### src/rtl/real_clock_pkg.sv
// ---------------------------------------------------------------------------
// real_clock_pkg
//   Shared definitions for the minute/second timing blocks: default field
//   width and upper limit, and the countdown timer state encoding.
// ---------------------------------------------------------------------------
package real_clock_pkg;

    // Default upper limit of a minute or second field (inclusive).
    localparam int MAX_VAL_DEF = 59;

    // Default width of a minute or second field.
    localparam int W_DEF = 6;

    // Countdown timer control states.
    typedef enum logic [1:0] {
        IDLE    = 2'd0,
        RUN     = 2'd1,
        PAUSE   = 2'd2,
        EXPIRED = 2'd3
    } state_t;

endpackage : real_clock_pkg

### src/rtl/down_cnt60.sv
// ---------------------------------------------------------------------------
// down_cnt60
//   W-bit modulo-(MAX_VAL+1) down counter used for one time field.
//   Counts MAX_VAL, MAX_VAL-1, ..., 0, MAX_VAL, ... while enabled.
//
// Ports
//   clk      in   rising-edge clock
//   reset    in   synchronous, active-high; clears the count to 0
//   en       in   decrement by one on this edge (wraps 0 -> MAX_VAL)
//   load     in   capture load_val (clamped to MAX_VAL); beats en
//   load_val in   W  preset value
//   q        out  W  current count, registered
//   borrow   out  count is at 0: the next enabled step wraps and must
//                 borrow from the next more significant field
// ---------------------------------------------------------------------------
module down_cnt60
    import real_clock_pkg::*;
#(
    parameter int W       = W_DEF,
    parameter int MAX_VAL = MAX_VAL_DEF
) (
    input  logic         clk,
    input  logic         reset,
    input  logic         en,
    input  logic         load,
    input  logic [W-1:0] load_val,
    output logic [W-1:0] q,
    output logic         borrow
);

    localparam logic [W-1:0] MAX_Q = W'(MAX_VAL);

    logic [W-1:0] load_clamped;

    // Out-of-range presets saturate so the field can never hold a value
    // above MAX_VAL.
    assign load_clamped = (load_val > MAX_Q) ? MAX_Q : load_val;

    assign borrow = (q == '0);

    // NOTE: registered state is written with <= so every flop samples the
    // pre-edge values; blocking = here would make results order-dependent.
    always_ff @(posedge clk) begin
        if (reset) begin
            q <= '0;
        end else if (load) begin
            q <= load_clamped;
        end else if (en) begin
            q <= borrow ? MAX_Q : (q - W'(1));
        end
    end

endmodule : down_cnt60

### src/rtl/countdown_timer.sv
// ---------------------------------------------------------------------------
// countdown_timer
//   Minutes:seconds countdown timer driven by a one-cycle 1 Hz tick.
//   A preset is loaded, started, optionally paused/resumed, and counts down
//   to 00:00, where it raises a one-cycle done pulse and holds expired until
//   acknowledged. Per-cycle priority: reset > load > ack > pause > start >
//   tick; a strobe that has no effect in the current state falls through to
//   the next one.
//
// Ports
//   clk           in   rising-edge clock
//   reset         in   synchronous, active-high
//   tc_time_base  in   one-cycle 1 Hz tick strobe
//   load          in   capture load_minutes/load_seconds, go IDLE
//   load_minutes  in   W  preset minutes (clamped to MAX_VAL)
//   load_seconds  in   W  preset seconds (clamped to MAX_VAL)
//   start         in   begin/resume from IDLE or PAUSE when count non-zero
//   pause         in   freeze a running countdown
//   ack           in   clear expiry (EXPIRED -> IDLE)
//   q_minutes     out  W  remaining minutes, registered
//   q_seconds     out  W  remaining seconds, registered
//   running       out  high while in RUN
//   expired       out  high while in EXPIRED
//   done          out  one-cycle pulse on the edge that writes 00:00
// ---------------------------------------------------------------------------
module countdown_timer
    import real_clock_pkg::*;
#(
    parameter int MAX_VAL = MAX_VAL_DEF,
    parameter int W       = W_DEF
) (
    input  logic         clk,
    input  logic         reset,
    input  logic         tc_time_base,
    input  logic         load,
    input  logic [W-1:0] load_minutes,
    input  logic [W-1:0] load_seconds,
    input  logic         start,
    input  logic         pause,
    input  logic         ack,
    output logic [W-1:0] q_minutes,
    output logic [W-1:0] q_seconds,
    output logic         running,
    output logic         expired,
    output logic         done
);

    state_t state, state_next;

    logic dec_en;       // decrement the count on this edge
    logic reach_zero;   // this decrement lands on 00:00
    logic sec_zero;
    logic min_zero;
    logic count_zero;
    logic one_left;     // count is exactly 00:01

    assign count_zero = sec_zero & min_zero;
    assign one_left   = min_zero & (q_seconds == W'(1));

    // ------------------------------------------------------------------
    // Next-state / control decode
    // ------------------------------------------------------------------
    // NOTE: every signal gets a default before the case so no path leaves
    // it unassigned, which would otherwise infer a latch.
    always_comb begin
        state_next = state;
        dec_en     = 1'b0;
        reach_zero = 1'b0;

        if (load) begin
            state_next = IDLE;
        end else begin
            unique case (state)
                IDLE: begin
                    if (start && !count_zero) state_next = RUN;
                end
                RUN: begin
                    // ack and start are meaningless here, so pause and
                    // then the tick decide; a paused tick is dropped.
                    if (pause) begin
                        state_next = PAUSE;
                    end else if (tc_time_base) begin
                        dec_en = 1'b1;
                        if (one_left) begin
                            state_next = EXPIRED;
                            reach_zero = 1'b1;
                        end
                    end
                end
                PAUSE: begin
                    if (start && !count_zero) state_next = RUN;
                end
                EXPIRED: begin
                    if (ack) state_next = IDLE;
                end
                default: state_next = IDLE;
            endcase
        end
    end

    always_ff @(posedge clk) begin
        if (reset) begin
            state <= IDLE;
            done  <= 1'b0;
        end else begin
            state <= state_next;
            done  <= reach_zero;
        end
    end

    assign running = (state == RUN);
    assign expired = (state == EXPIRED);

    // ------------------------------------------------------------------
    // Field counters: seconds borrows into minutes. RUN never holds 00:00,
    // so the minutes field never wraps below zero.
    // ------------------------------------------------------------------
    down_cnt60 #(
        .W       (W),
        .MAX_VAL (MAX_VAL)
    ) u_seconds (
        .clk      (clk),
        .reset    (reset),
        .en       (dec_en),
        .load     (load),
        .load_val (load_seconds),
        .q        (q_seconds),
        .borrow   (sec_zero)
    );

    down_cnt60 #(
        .W       (W),
        .MAX_VAL (MAX_VAL)
    ) u_minutes (
        .clk      (clk),
        .reset    (reset),
        .en       (dec_en & sec_zero),
        .load     (load),
        .load_val (load_minutes),
        .q        (q_minutes),
        .borrow   (min_zero)
    );

endmodule : countdown_timer

### config.mk
export PLATFORM = sky130hd
export DESIGN_NAME = countdown_timer
export DESIGN_NICKNAME = d
export VERILOG_FILES = /design/src/rtl/real_clock_pkg.sv /design/src/rtl/down_cnt60.sv /design/src/rtl/countdown_timer.sv
export SDC_FILE = /design/constraint.sdc
export NUM_CORES = 1
export LEC_CHECK = 0
export ABC_CLOCK_PERIOD_IN_PS = 2040
export BUFFER_PORTS_ARGS = -buffer_cell sky130_fd_sc_hd__buf_4
export CORE_UTILIZATION = 50
export DETAILED_ROUTE_END_ITERATION = 8
export GPL_ROUTABILITY_DRIVEN = 0
export PLACE_DENSITY_LB_ADDON = 0.05
export SYNTH_ARGS = -nofsm -noshare
export SYNTH_HDL_FRONTEND = slang
export SYNTH_SLANG_ARGS = --single-unit
export TNS_END_PERCENT = 20
### constraint.sdc
create_clock -name clk -period 2.04 [get_ports clk]
set_input_delay 0.102 -clock clk [delete_from_list [all_inputs] [get_ports clk]]
set_output_delay 0.102 -clock clk [all_outputs]
set_load 0.05 [all_outputs]
==> summary.txt, run 1 <==
OUTCOME
------------------------------------------------------------------------------
Outcome                                                           complete, no violations

FLOORPLAN
------------------------------------------------------------------------------
Vertical extent of the die                                             48.3 um
Std-Cell Core Area                                                  1980 sq um
Area of the die                                                     2330 sq um
Initial Utilization                                                      54.0%
Cell Rows                                                                   16
Die W                                                                  48.3 um
IO Pins                                                                     34

YOSYS
------------------------------------------------------------------------------
Most numerous cell in the Yosys netlist                                dfxtp_1
Most instantiated cells after synthesis                           dfxtp_1 (15), nor2_1 (12), nand3_1 (9)
Sequential element share of the synthesized area                         28.1%
Number of distinct library cells after synthesis                            46
Proportion of netlist area held by the largest area contributor          28.1%
Fraction of registers with async set/reset                                  0%
Synthesized area                                                    1070 sq um
Post-synthesis area per instance                                    8.29 sq um
Net Count, Synth                                                           153
Number of warnings issued by yosys                                           0
Post-synth EDFFs                                                             0
Ys flop type                                                           dfxtp_1
Number of synthesized register bits                                         15
Post-synthesis cell type with the largest combined area                dfxtp_1
Dominant cells by area after synthesis                            dfxtp_1 (28%), ha_1 (5.8%), nand3_1 (4.2%)
Gate count of the mapped netlist                                           129

DETAILED ROUTING
------------------------------------------------------------------------------
Number of detailed-route iterations in the first pass                        4
Routed via count                                                         1,146
Routed len/inst                                                        15.1 um
Via/cell ratio                                                            6.03
Iter 0 DRT Violations                                                       44
Drc violations                                                               0
Antenna viol nets, final                                                     0
Total wirelength of the detailed-routed design                         2.87 mm

MIN PATH
------------------------------------------------------------------------------
Path type of the worst min-delay path                                in -> reg
Worst Hold Path Cells                                                        2

JOB
------------------------------------------------------------------------------
Max_cap viols                                                                0

FINAL LAYOUT
------------------------------------------------------------------------------
Fillcell total                                                             170
Number of diodes added for antenna fixing                                    0
Share of post-route cells with drive strength above 1                    30.1%
Area overhead of the layout relative to synthesis                        28.1%
Total Nets Final                                                           188

GLOBAL ROUTING
------------------------------------------------------------------------------
Number of global-route vias before repair                                  955
Pin count of the biggest net entering global routing                        18
Overall overflow remaining after global route                                0
First-pass GRT wire length                                             4.25 mm
Global Route Usage Sum                                                   26.3%
Initial antenna violation count                                              0

PLACEMENT
------------------------------------------------------------------------------
Worst slack at placement                                                169 ps
Detailed-placement wirelength estimate                                 2.18 mm
# port buffers                                                              33

POWER AND IR DROP
------------------------------------------------------------------------------
Leakage                                                               0.559 nW
Areal power density over the cells                                 582 nW/um^2
Peak supply drop                                                        378 uV

CLOCK NETWORK
------------------------------------------------------------------------------
Reg clk slew, reported paths                                            100 ps
# hold bufs at CTS                                                           0
Count of H-tree levels built during CTS                                      1
TritonCTS buffer count                                                       3
CTS tree                                                                   yes
Clock Root Buffer                                                     clkbuf_4
Clock Sink Count                                                            15
Clock insertion delay at the later pin of the skew report               300 ps
Cts repair resizes                                                           0
Total setup buffers inserted after CTS                                       0
Maximum buffer depth of the clock tree                                       2

TIMING
------------------------------------------------------------------------------
Final critical delay including setup and external delays               1880 ps
Slew margin rel.                                                         71.6%
Number of failing setup endpoints in the final timing report                 0
Total negative slack                                                      0 ps
Setup repair after global routing missed its margin                         no
Worst setup slack after layout                                          157 ps
Worst hold margin                                                      40.5 ps
Pins Over Slew Limit                                                         0
Final worst path period share                                            92.3%
Final Hold Viols                                                             0
Transition at the pin with the smallest max-transition slack            424 ps
Fmax                                                                   531 MHz
Setup clock skew after layout                                          3.53 ps

WORST SETUP PATH
------------------------------------------------------------------------------
Worst-case reg-to-reg path depth                                             6
Worst EP required                                                      2240 ps
Data arrival time of the worst path                                    2080 ps
Largest fanout on the critical path                                          5
Class of the most critical setup path                               reg -> reg
CP Capture Type                                                       register
Crit path launch type                                                 register

metal layers:
| layer | vias to the layer above | wire [um] | track usage [%] |
|---|---|---|---|
| met3 | 6 | 199 | 3.33 |
| met1 | 536 | 1270 | 38.0 |
| met5 | - | 0 | 0 |
| li1 | 554 | - | - |
| met2 | 50 | 1360 | 40.5 |
| met4 | 0 | 38 | 8.33 |
report_power, final:
part / switching, mW / internal [mW]
combinational: 0.165 / 0.105
clock: 0.114 / 0.0731
sequential: 0.0301 / 0.311
total: 0.309 / 0.488
placed cells by master (no fill, tap or decap), types with 3 or more instances in the layout:
| master | Yosys | final |
|---|---|---|
| nor2b_1 | 3 | 3 |
| o21ai_0 | 7 | 7 |
| ha_1 | 5 | 5 |
| nor3_1 | 6 | 6 |
| buf_4 | 0 | 34 |
| inv_1 | 8 | 8 |
| clkbuf_4 | 0 | 3 |
| nor2_1 | 12 | 12 |
| dfxtp_1 | 15 | 15 |
| nand4_1 | 3 | 3 |
| o21bai_1 | 3 | 3 |
| a21oi_1 | 6 | 6 |
| nand3_1 | 9 | 9 |
| nand2_1 | 5 | 5 |
| a211oi_1 | 3 | 3 |
area by class of cell:
| cell class | count | area (sq um) | share of cell area, % |
|---|---|---|---|
| clock buffers | 3 | 22.5 | 1.64 |
| well taps | 27 | 33.8 | 2.47 |
| clock inverters | 1 | 5.00 | 0.365 |
| flip-flops and latches | 15 | 300 | 21.9 |
| multi-input cells | 102 | 723 | 52.8 |
| inverters | 8 | 30.0 | 2.19 |
| repair buffers | 34 | 255 | 18.6 |
final timing paths:
check / end / start / slack, ps
min: u_seconds.q[4]$_SDFFE_PP0P_ / load_seconds[4] / 40
min reg2reg: u_minutes.q[0]$_SDFFE_PP0P_ / u_minutes.q[0]$_SDFFE_PP0P_ / 570
max reg2reg: u_minutes.q[5]$_SDFFE_PP0P_ / u_seconds.q[1]$_SDFFE_PP0P_ / 160
max: u_minutes.q[5]$_SDFFE_PP0P_ / u_seconds.q[1]$_SDFFE_PP0P_ / 160
kinds of logic (layout without fill, tap and decap cells):
kind of cell / count (synthesis) / in the layout / synth area share [%]
compound gates: 37 / 37 / 25.5
simple gates: 60 / 60 / 36.3
fa+ha+maj: 5 / 5 / 5.85
buf+inv: 12 / 46 / 4.33
flops: 15 / 15 / 28.1
worst max-delay path, stage by stage (launching register included):
cell and delay, ps:
dfxtp_1 370, inv_1 120, ha_1 200, nor3b_4 320
nand3_4 130, or4b_1 500, o311a_1 140
per-stage QoR:
stage,cells,utilization (%),power (mW),instance area [sq um]
6_report,190,69.1,0.797,1370
4_1_cts,190,69.1,0.796,1370
3_5_place_dp,186,67.7,0.614,1340
3_3_place_gp,186,67.7,0.607,1340
2_1_floorplan,129,-,0.522,1070
5_1_grt,190,69.1,0.828,1370
state kept, by name, indices dropped and copies added (netlist names):
register,flops
state,2
u_seconds.q,6
u_minutes.q,6
done,1
Note: power is estimated with default switching activity, not from simulation.
==> run 2, diff against run 1 <==
Settings changed: ABC_CLOCK_PERIOD_IN_PS 2040 to 1800, HOLD_SLACK_MARGIN set to 0.05, PLACE_DENSITY set to 0.79, PLACE_DENSITY_LB_ADDON 0.05 to unset.
Clock period 2.04 ns to 1.8 ns, I/O delays scaled along.
==> run 2 against run 1 <==
Compared with the run above:
- non-clock buffer count rose by 8
- sequential power up 13%
- register-to-register slack worse by 90 ps
- first-iteration DRC count is 20% lower
- setup slack worse by 89 ps
- clock power up 10%
- power grew 16%
- flip-flop and latch count did not move
- critical path depth is 1 higher
- die area stayed put
==> summary.txt, run 2 (synthesis results as in run 1) <==
POWER AND IR DROP
----------------------------------------------------------------------------
Power share of the combinational group                                 35.9%
Power share of the sequential group                                    41.7%
Leakage                                                             0.604 nW
Areal power density over the cells                               625 nW/um^2
Peak supply drop                                                      593 uV
Pint                                                                0.572 mW
Relative contribution of the clock network to total power              22.3%
Net switching power figure                                          0.350 mW
Switching Share                                                        38.0%

MIN PATH
----------------------------------------------------------------------------
Worst Hold Path Cells                                                      2
Path type of the worst min-delay path                              in -> reg

CLOCK NETWORK
----------------------------------------------------------------------------
TritonCTS buffer count                                                     3
Count of H-tree levels built during CTS                                    1
Clock Root Buffer                                                   clkbuf_4
Maximum buffer depth of the clock tree                                     2
CTS tree                                                                 yes
Clock Sink Count                                                          15
Reg clk slew, reported paths                                           90 ps
Clock insertion delay at the later pin of the skew report             300 ps

WORST SETUP PATH
----------------------------------------------------------------------------
Minimum setup slack among reg-to-reg paths                             70 ps
Worst-case reg-to-reg path depth                                           7
Largest fanout on the critical path                                        5
Class of the most critical setup path                             reg -> reg
Data arrival time of the worst path                                  1930 ps
Worst EP required                                                    1990 ps
Crit path launch type                                               register
CP Capture Type                                                     register

DETAILED ROUTING
----------------------------------------------------------------------------
Routed via count                                                       1,184
Total wirelength of the detailed-routed design                       3.12 mm
Drc violations                                                             0
Number of detailed-route iterations in the first pass                      4
Routed len/inst                                                      15.8 um
Via/cell ratio                                                          5.98
Antenna viol nets, final                                                   0
Iter 0 DRT Violations                                                     35

FINAL LAYOUT
----------------------------------------------------------------------------
Most common library cell in the layout ignoring fill and taps          buf_4
Total Nets Final                                                         196
Registers with the highest flip-flop counts                     u_minutes.q: 6 flops, u_seconds.q: 6 flops, state: 2 flops
Number of diodes added for antenna fixing                                  0
Area overhead of the layout relative to synthesis                      37.9%
Share of post-route cells with drive strength above 1                  35.7%
Commonest cells after routing, fill and taps aside              buf_4 (40), dfxtp_1 (13), nor2_1 (12)

TIMING
----------------------------------------------------------------------------
Worst hold margin                                                    61.5 ps
Final Hold Viols                                                           0
Final critical delay including setup and external delays             1730 ps
Pins Over Slew Limit                                                       0
Number of failing setup endpoints in the final timing report               0
Final worst path period share                                          96.3%
Total negative slack                                                    0 ps
Transition at the pin with the smallest max-transition slack          331 ps
Fmax                                                                 577 MHz
Setup clock skew after layout                                        2.10 ps
Slew margin rel.                                                       77.6%

FLOORPLAN
----------------------------------------------------------------------------
Area of the die                                                   2330 sq um
IO Pins                                                                   34
Die W                                                                48.3 um
Cell Rows                                                                 16
Std-Cell Core Area                                                1980 sq um
Initial Utilization                                                    54.0%
Vertical extent of the die                                           48.3 um

GLOBAL ROUTING
----------------------------------------------------------------------------
Initial antenna violation count                                            0
Global Route Usage Sum                                                 28.7%
Overall overflow remaining after global route                              0
First-pass GRT wire length                                           4.52 mm
Pin count of the biggest net entering global routing                      18
Number of global-route vias before repair                              1,008

PLACEMENT
----------------------------------------------------------------------------
Detailed-placement wirelength estimate                               2.30 mm
# port buffers                                                            33

OUTCOME
----------------------------------------------------------------------------
Outcome                                                         complete, no violations

JOB
----------------------------------------------------------------------------
Max_cap viols                                                              0

[run 2: path summary, 6_finish.rpt]
path / endpoint / startpoint
worst min-delay path: u_seconds.q[5]$_SDFFE_PP0P_ / reset
worst max-delay path: u_minutes.q[4]$_SDFFE_PP0P_ / u_seconds.q[1]$_SDFFE_PP0P_
worst max register to register: u_minutes.q[4]$_SDFFE_PP0P_ / u_seconds.q[1]$_SDFFE_PP0P_
worst min register to register: u_minutes.q[4]$_SDFFE_PP0P_ / u_minutes.q[4]$_SDFFE_PP0P_
[run 2: power by group through the flow]
stage,logic (mW),registers [mW],clock network (mW)
floorplan,0.142,0.450,0
global placement,0.303,0.389,0
detailed placement,0.309,0.390,0
CTS,0.320,0.383,0.210
global route,0.357,0.388,0.223
finish,0.331,0.385,0.206
[run 2: what timing repair did]
item	CTS	global route
hold endpoints to repair	2	0
setup buffers	0	2
gates resized for setup	1	8
hold buffers	2	0
endpoints found under the setup margin	1	7
pin swaps	0	3
[run 2: stage by stage]
stage	area (sq um)	power, mW	utilization [%]	instances	worst slack [ps]
CTS	1430	0.913	72.3	196	0.481
detailed placement	1380	0.699	69.4	190	19.0
global placement	1380	0.692	69.4	190	89.1
global route	1480	0.967	74.4	198	-4.04
floorplan	1070	0.592	-	129	2.42
finish	1480	0.922	74.4	198	67.4
[run 2: area by class of cell]
| class | instances | area [sq um] |
|---|---|---|
| Fill cell | 155 | 507 |
| Clock buffer | 4 | 26.3 |
| Inverter | 8 | 32.5 |
| Timing Repair Buffer | 42 | 320 |
| Tap cell | 27 | 33.8 |
| Multi-Input combinational cell | 102 | 757 |
| Sequential cell | 15 | 305 |
[run 2: routing by layer]
metal  wire length (um)  track usage (%)  up-vias
met5                  0                0        -
met4                 31             9.44        0
met3                235             7.04        5
met2               1520             44.3       47
met1               1340             39.2      553
li1                   -                -      579
[run 2: critical path, stage by stage, from the launching register on]
cell,delay (ps)
dfxtp_4,370
inv_4,60
ha_4,130
or3b_4,420
nor3_4,270
buf_4,160
a41o_1,170
a21oi_1,40
==> run 3, diff against run 2 <==
Settings changed: SETUP_SLACK_MARGIN set to 0.1.
==> run 3 against run 2 <==
Compared with the run above:
- clock-buffer cell count stayed put
- setup slack worse by 2.4 ps
- sequential power barely moved
- combinational power about the same
==> summary.txt, run 3 (synthesis results as in run 1) <==
TIMING
----------------------------------------------------------------------------
Pins Over Slew Limit                                                       0
Final critical delay including setup and external delays             1740 ps
Worst hold margin                                                    70.3 ps
Transition at the pin with the smallest max-transition slack          398 ps
Final Hold Viols                                                           0
Fmax                                                                 576 MHz
Total negative slack                                                    0 ps
Number of failing setup endpoints in the final timing report               0
Final worst path period share                                          96.4%
Setup clock skew after layout                                        3.36 ps
Slew margin rel.                                                       73.1%
Setup repair after global routing missed its margin                      yes

CLOCK NETWORK
----------------------------------------------------------------------------
CTS tree                                                                 yes
Clock insertion delay at the later pin of the skew report             290 ps
Clock Root Buffer                                                   clkbuf_4
Clock Sink Count                                                          15
Reg clk slew, reported paths                                          100 ps
Maximum buffer depth of the clock tree                                     2
TritonCTS buffer count                                                     3
Count of H-tree levels built during CTS                                    1

DETAILED ROUTING
----------------------------------------------------------------------------
Routed len/inst                                                      15.5 um
Routed via count                                                       1,169
Routed wire length on met3                                            195 um
Drc violations                                                             0
Total wirelength of the detailed-routed design                       3.05 mm
Top routing layer used                                                  met4
Number of detailed-route iterations in the first pass                      4
Via/cell ratio                                                          5.96
Antenna viol nets, final                                                   0
Post-Route M1 WL                                                     1.31 mm
Length of routed met2 wiring                                         1.43 mm
Iter 0 DRT Violations                                                     32

FINAL LAYOUT
----------------------------------------------------------------------------
Area overhead of the layout relative to synthesis                      36.7%
Fin area                                                          1460 sq um
Number of diodes added for antenna fixing                                  0
Registers with the highest flip-flop counts                     u_minutes.q: 6 flops, u_seconds.q: 6 flops, state: 2 flops
Share of post-route cells with drive strength above 1                  33.7%
Most common library cell in the layout ignoring fill and taps          buf_4
Total Nets Final                                                         194
Commonest cells after routing, fill and taps aside              buf_4 (36), nor2_1 (12), dfxtp_1 (11)
Post-Layout Cell Count                                                   196

GLOBAL ROUTING
----------------------------------------------------------------------------
First-pass GRT wire length                                           4.68 mm
Initial antenna violation count                                            0
Number of global-route vias before repair                              1,025
Pin count of the biggest net entering global routing                      18
Overall overflow remaining after global route                              0
Global Route Usage Sum                                                 29.3%

WORST SETUP PATH
----------------------------------------------------------------------------
Class of the most critical setup path                             reg -> reg
Data arrival time of the worst path                                  1930 ps
Worst-case reg-to-reg path depth                                           6
CP Capture Type                                                     register
Worst EP required                                                    2000 ps
Crit path launch type                                               register
Largest fanout on the critical path                                        7

PLACEMENT
----------------------------------------------------------------------------
Detailed-placement wirelength estimate                               2.14 mm
Instance area at placement                                        1380 sq um
# port buffers                                                            33
Number of placed instances, taps included                                187

POWER AND IR DROP
----------------------------------------------------------------------------
Leakage                                                             0.592 nW
Power share of the combinational group                                 35.7%
Net switching power figure                                          0.354 mW
Pint                                                                0.574 mW
Power share of the sequential group                                    41.8%
Relative contribution of the clock network to total power              22.5%
Peak supply drop                                                      482 uV
Areal power density over the cells                               634 nW/um^2
Switching Share                                                        38.2%

FLOORPLAN
----------------------------------------------------------------------------
Die W                                                                48.3 um
Vertical extent of the die                                           48.3 um
Std-Cell Core Area                                                1980 sq um
Initial Utilization                                                    54.0%
Cell Rows                                                                 16
Area of the die                                                   2330 sq um
IO Pins                                                                   34

MIN PATH
----------------------------------------------------------------------------
Worst Hold Path Cells                                                      3
Path type of the worst min-delay path                              in -> reg

OUTCOME
----------------------------------------------------------------------------
Outcome                                                         complete, no violations

JOB
----------------------------------------------------------------------------
Max_cap viols                                                              0

## run 3: changes by cell type in the layout (fill, tap and decap cells not counted)
cell	before	now
dfxtp_4	1	2
dfxtp_1	13	11
inv_4	1	2
o21ai_0	7	6
nand4bb_2	1	0
nand4bb_1	0	1
dfxtp_2	1	2
inv_2	1	0
nor3_1	5	6
o21ai_1	0	1
dlygate4sd3_1	2	4
buf_4	40	36
nor3_2	1	0
## run 3: path summary, 6_finish.rpt
check,to,slack [ps],startpoint
worst max-delay path,u_minutes.q[3]$_SDFFE_PP0P_,60,u_seconds.q[0]$_SDFFE_PP0P_
worst min-delay path,u_seconds.q[1]$_SDFFE_PP0P_,70,load_seconds[1]
worst max register to register,u_minutes.q[3]$_SDFFE_PP0P_,60,u_seconds.q[0]$_SDFFE_PP0P_
worst min register to register,u_minutes.q[0]$_SDFFE_PP0P_,550,u_minutes.q[0]$_SDFFE_PP0P_
## run 3: worst max-delay path: stages (launching register included)
cell and delay (ps):
dfxtp_4 390, inv_4 70, ha_4 130, or3b_4 420, nor3_4 250, nand3_1 110
a32o_1 270
## run 3: per-stage QoR
stage / setup slack (ps) / power [mW] / utilization (%)
3_3_place_gp: 127 / 0.696 / 69.5
6_report: 65.0 / 0.927 / 73.8
5_1_grt: 13.3 / 0.975 / 73.8
4_1_cts: 76.0 / 0.922 / 73.2
2_1_floorplan: 92.5 / 0.598 / -
3_5_place_dp: 54.1 / 0.701 / 69.5
## run 3: per-layer routing
layer	global-route usage, %	vias up
li1	-	570
met1	38.7	537
met2	44.5	50
met3	5.93	12
met4	16.1	0
met5	0	-
## run 3: area by class of cell
type,instances,area [sq um]
Multi-Input combinational cell,102,747
Tap cell,27,33.8
Inverter,8,35.0
Sequential cell,15,310
Fill cell,170,519
Timing Repair Buffer,40,310
Clock buffer,4,26.3
## run 3: repair_timing
action	in CTS	in global routing
hold endpoints to repair	4	0
gates resized for setup	0	2
endpoints found under the setup margin	3	6
hold buffers	4	0
setup buffers	1	0
## run 3: power groups by stage
stage,Combinational (mW),Sequential (mW),Clock (mW)
6_report,0.331,0.388,0.209
2_1_floorplan,0.147,0.451,0
3_5_place_dp,0.307,0.394,0
3_3_place_gp,0.303,0.392,0
5_1_grt,0.355,0.393,0.227
4_1_cts,0.322,0.387,0.213
